**src/rtl/serial_pattern_gen_pkg.sv**
```systemverilog
// Shared definitions for the serial pattern transmitter.
// State encodings and default widths.
package serial_pattern_gen_pkg;

  localparam int MAX_LEN_DEF = 8;
  localparam int LEN_W_DEF   = 4;

  localparam logic [1:0] ST_IDLE = 2'b00;
  localparam logic [1:0] ST_SEND = 2'b01;
  localparam logic [1:0] ST_DONE = 2'b10;

endpackage

```
**src/rtl/serial_pattern_gen_shreg.sv**
```systemverilog
// Load/shift register with down-counting bit counter.
// Keeps a copy of the pattern so repetitions can reload it.
module pattern_shreg #(
  parameter int MAX_LEN = 8,
  parameter int LEN_W   = 4
) (
  input  logic               clock,
  input  logic               reset,
  input  logic               load,
  input  logic               reload,
  input  logic               shift,
  input  logic [MAX_LEN-1:0] pattern,
  input  logic [LEN_W-1:0]   len,
  output logic               msb,
  output logic               last
);

  logic [MAX_LEN-1:0] sr;
  logic [MAX_LEN-1:0] pat_q;
  logic [LEN_W-1:0]   len_q;
  logic [LEN_W-1:0]   cnt;
  logic [LEN_W-1:0]   pad_in;
  logic [LEN_W-1:0]   pad_q;

  // Left-align so the first bit always sits in the top position
  assign pad_in = LEN_W'(MAX_LEN) - len;
  assign pad_q  = LEN_W'(MAX_LEN) - len_q;

  always_ff @(posedge clock) begin
    if (reset) begin
      sr    <= '0;
      pat_q <= '0;
      len_q <= '0;
      cnt   <= '0;
    end else if (load) begin
      sr    <= pattern << pad_in;
      pat_q <= pattern;
      len_q <= len;
      cnt   <= len;
    end else if (reload) begin
      sr  <= pat_q << pad_q;
      cnt <= len_q;
    end else if (shift) begin
      sr  <= sr << 1;
      cnt <= cnt - LEN_W'(1);
    end
  end

  assign msb  = sr[MAX_LEN-1];
  assign last = (cnt == LEN_W'(1));

endmodule

```
**src/rtl/serial_pattern_gen.sv**
```systemverilog
// Serial bit-pattern transmitter for the sequence detectors.
// Sends a latched pattern MSB-first, optionally repeated.
module serial_pattern_gen
  import serial_pattern_gen_pkg::*;
#(
  parameter int MAX_LEN = MAX_LEN_DEF,
  parameter int LEN_W   = LEN_W_DEF
) (
  input  logic               clock,
  input  logic               reset,
  input  logic               start,
  input  logic               abort,
  input  logic [MAX_LEN-1:0] pattern,
  input  logic [LEN_W-1:0]   length,
  input  logic [LEN_W-1:0]   reps,
  output logic               w_out,
  output logic               valid,
  output logic               busy,
  output logic               done
);

  logic [1:0]       state;
  logic [LEN_W-1:0] reps_left;
  logic [LEN_W-1:0] len_c;
  logic             go;
  logic             nz;
  logic             in_send;
  logic             rep_more;
  logic             msb;
  logic             last;
  logic             load;
  logic             reload;
  logic             shift;

  assign len_c    = (length > LEN_W'(MAX_LEN)) ?
                    LEN_W'(MAX_LEN) : length;
  assign nz       = (len_c != '0) && (reps != '0);
  assign go       = (state == ST_IDLE) && start && !abort;
  assign in_send  = (state == ST_SEND);
  assign rep_more = (reps_left > LEN_W'(1));
  assign load     = go && nz;
  assign reload   = in_send && !abort && last && rep_more;
  assign shift    = in_send && !abort;

  pattern_shreg #(
    .MAX_LEN(MAX_LEN),
    .LEN_W  (LEN_W)
  ) u_shreg (
    .clock  (clock),
    .reset  (reset),
    .load   (load),
    .reload (reload),
    .shift  (shift),
    .pattern(pattern),
    .len    (len_c),
    .msb    (msb),
    .last   (last)
  );

  always_ff @(posedge clock) begin
    if (reset) begin
      state     <= ST_IDLE;
      reps_left <= '0;
    end else begin
      case (state)
        ST_IDLE: begin
          if (go) begin
            state     <= nz ? ST_SEND : ST_DONE;
            reps_left <= reps;
          end
        end
        ST_SEND: begin
          if (abort) begin
            state <= ST_IDLE;
          end else if (last) begin
            if (rep_more) begin
              reps_left <= reps_left - LEN_W'(1);
            end else begin
              state <= ST_DONE;
            end
          end
        end
        ST_DONE: state <= ST_IDLE;
        default: state <= ST_IDLE;
      endcase
    end
  end

  // Held low outside SEND so the detector never sees stale 1s
  assign w_out = in_send & msb;
  assign valid = in_send;
  assign busy  = (state != ST_IDLE);
  assign done  = (state == ST_DONE);

endmodule

```
**config.mk**
```make
export PLATFORM = sky130hd
export DESIGN_NAME = serial_pattern_gen
export DESIGN_NICKNAME = d
export VERILOG_FILES = /design/src/rtl/serial_pattern_gen_pkg.sv /design/src/rtl/serial_pattern_gen_shreg.sv /design/src/rtl/serial_pattern_gen.sv
export SDC_FILE = /design/constraint.sdc
export NUM_CORES = 1
export LEC_CHECK = 0
export ABC_AREA = 1
export BUFFER_PORTS_ARGS = -buffer_cell sky130_fd_sc_hd__buf_2
export CORE_ASPECT_RATIO = 0.7
export CORE_MARGIN = 2
export CORE_UTILIZATION = 58
export DETAILED_ROUTE_END_ITERATION = 12
export GPL_TIMING_DRIVEN = 0
export PLACE_DENSITY = 0.76
export SYNTH_ARGS = -nofsm -noshare
export SYNTH_HDL_FRONTEND = slang
export SYNTH_HIERARCHICAL = 1
export SYNTH_SLANG_ARGS = --single-unit
```
**constraint.sdc**
```tcl
create_clock -name clock -period 2.8 [get_ports clock]
set_clock_uncertainty 0.15 [all_clocks]
set_input_delay 0.56 -clock clock [delete_from_list [all_inputs] [get_ports clock]]
set_output_delay 0.56 -clock clock [all_outputs]
set_load 0.02 [all_outputs]
```
==> reports/metrics.cfg <==
[sta]
rsz0062_at_grt = no
setup-tns-final_ps = 0
setup_viol = 0
relSlewSlack_pct = 54.94
fmax_mhz = 400.4
final.min_clock_period_ps = 2498
min_period_over_period_pct = 89.20
finalHoldViolCount = 0
worstMarginPinSlew_ps = 673.4
final_max_slew_viol_count = 0

[yosys]
synth_edf_count = 0
synth_cells = 397
ys_warn_count = 6
syn-num-nets = 423
yosys.area.top_type = dfxtp_1
synth_top_flop_cell = dfxtp_1
ys_seq_area_share_pct = 25.25
ys_top_cells_by_area = dfxtp_1 (25%), nand2_1 (16%), nand3_1 (11%), inv_1 (8.4%), nor2_1 (7.4%)
synth_cell_types = 33
ys_seq_elements = 30
avgSynthCellArea_sq_um = 5.991
ys_top_cells_by_count = nand2_1 (103), inv_1 (53), nand3_1 (52), nor2_1 (47), o21ai_0 (31)
synth_top_cell_area_share_pct = 25.25
syn_area_sq_mm = 0.002379
synthArstFlopShare_pct = 0
yosysMostFrequentCell = nand2_1

[hold_path]
holdPathEnd = u_shreg/len_q[2]
hold_depth = 2
hold_class = reg -> reg
holdCritStartpoint = u_shreg/len_q[2]

[routing]
via_per_inst = 5.410
drt_iter0_drc = 274
drt-total-wl_um = 6174
final_antenna_net_count = 0
dr_total_vias = 2597
drc_errors = 0
drt_first_pass_iters = 5
wl_per_cell_um = 12.86

[finish]
diodes = 0
drive_gt1_share_pct = 16.59
nets = 453
synthToLayoutAreaGrowth_pct = 11.41

[floorplan]
pin_count = 24
start_util_pct = 60.64
dieArea_sq_mm = 0.004637
die_x_um = 80.54
rows = 19
core_sq_mm = 0.003923
die_h_um = 57.58

[run]
max_cap_viol_count = 0

[global_routing]
track_usage_pct = 28.37
grt_pass1_wl_um = 9998
grt_max_degree = 11
grt_pass1_vias = 2122
grt_antenna_before_repair = 0
gr-total-overflow = 0

[critical_path]
crit_type = reg -> reg
path_cells = inv_1, ha_1, nand2_1, nor2_1, inv_1, nor2_1, nand2_2, nor2_1, nor2_4, nand2_2, buf_4, nand2_1, a21oi_1, nor2_1
worstRegToRegCells = 14
endpoint_kind = flip-flop
critPathArrivalTime_ps = 2530
critPathMostFrequentCell = nor2_1
slowest_delay_ps = 520
start_kind = flip-flop
crit_slowest_cell = nor2_1
worstPathRequired_ps = 2830
rr_startpoint = u_shreg/cnt[1]
rr_endpoint = u_shreg/sr[0]
worstPathMaxFanout = 10
r2r_slack_ps = 300

[placement]
io_buffers = 23
gp_congestion = 0.9148
hpwl_um = 4758

[pwr]
p_per_area_mw_per_mm2 = 462.0
p_sw_mw = 0.4317
vdd_ir_drop_max_uv = 334.8
power.share.sequential_pct = 39.8
p_clk_share_pct = 30.3
leakagePower_nw = 1.390
totalPowerFinal_mw = 1.224
internal_power_mw = 0.7925
switching_share_pct = 35.27
p_comb_share_pct = 29.9

[clock_tree]
cts_buffers = 5
clkSlewWorstSetupHoldPaths_ps = 70
hold_buffers = 0
ctsResizeCount = 0
cts_tree = yes
postCtsSetupRepairBufs = 0
clock_path_buffers = 2
clkLatencyLatePin_ps = 290
clock-sinks = 30
htree_num_levels = 2
ctsRootBufferMaster = clkbuf_8

[outcome]
status = finished clean

## power groups by stage
stage | Combinational, mW | Sequential [mW] | Clock, mW
finish | 0.366 | 0.487 | 0.371
global route | 0.410 | 0.491 | 0.399
CTS | 0.359 | 0.487 | 0.375
floorplan | 0.272 | 0.490 | 0
detailed placement | 0.356 | 0.496 | 0
global placement | 0.349 | 0.495 | 0
## routing by layer
metal,wire length (um),vias to the layer above,GRT usage [%]
met3,425,9,7.278
li1,-,1320,-
met4,62,0,7.506
met2,2382,93,36.67
met5,0,-,0
met1,3303,1175,45.35
## worst max-delay path by stage
stage / start / end / slack (ps) / cells after the start
floorplan: length[0] / u_shreg/sr[7] / 550 / 15
global placement: length[3] / u_shreg/sr[7] / 220 / 15
detailed placement: length[3] / u_shreg/sr[6] / 180 / 15
CTS: u_shreg/cnt[1] / u_shreg/sr[0] / 330 / 14
global route: u_shreg/cnt[1] / u_shreg/sr[3] / 80 / 14
finish: u_shreg/cnt[1] / u_shreg/sr[0] / 300 / 14
## cell families after synthesis
group | Yosys count | synth area share, %
buffers and inverters | 75 | 14.68
DFF | 30 | 25.25
AOI/OAI and AO/OA | 59 | 13.84
and+or+nand+nor | 225 | 42.35
adders and majority gates | 6 | 3.156
xor gates and xnor gates | 2 | 0.7366
## registers in the layout, summed over array words and instances (netlist names)
register and count:
reps_left 4, state 2, u_shreg/cnt 4, u_shreg/len_q 4, u_shreg/pat_q 8, u_shreg/sr 8
## worst max-delay path: cells and delay by family (launching register included)
| family | cells | cell delay, ps |
|---|---|---|
| buffers and inverters | 3 | 360 |
| AO/OA/AOI/OAI | 1 | 120 |
| adder cells (fa/ha/maj) | 1 | 150 |
| flip-flops | 1 | 310 |
| AND/OR/NAND/NOR | 9 | 1300 |
## metrics by stage
step	worst slack (ps)	area [sq um]	cells	hold WS, ps	util, %
2_1_floorplan	553.0	2379	397	310.1	-
3_3_place_gp	216.0	2559	472	337.8	65.23
3_5_place_dp	179.5	2559	472	341.0	65.23
4_1_cts	328.6	2650	480	352.8	67.56
5_1_grt	79.16	2650	480	376.0	67.56
6_report	302.5	2650	480	353.4	67.56
## cells in the final DEF (no fill, tap or decap), drive strengths merged
cell type / synthesis / layout
nand2: 113 / 113
inv: 61 / 61
nand3: 56 / 56
nor2: 51 / 51
o21ai: 36 / 36
buf: 10 / 33
dfxtp: 30 / 30
a21oi: 18 / 18
clkbuf: 4 / 11
ha: 6 / 6
nand3b: 3 / 3
a31oi: 3 / 3
xor2: 2 / 2
nor3: 1 / 1
clkinv: 0 / 1
o22ai: 1 / 1
a22oi: 1 / 1
nand4: 1 / 1
## cell type report
class,instances,area (sq um)
clock inverter,1,5.005
multi-input combinational,292,1429
sequential,30,600.6
tap,52,65.06
fill,373,1272
clock buffer,7,86.33
inverter,61,241.5
timing repair buffer,23,115.1
buffer,14,107.6
(Power assumes the default switching activity.)
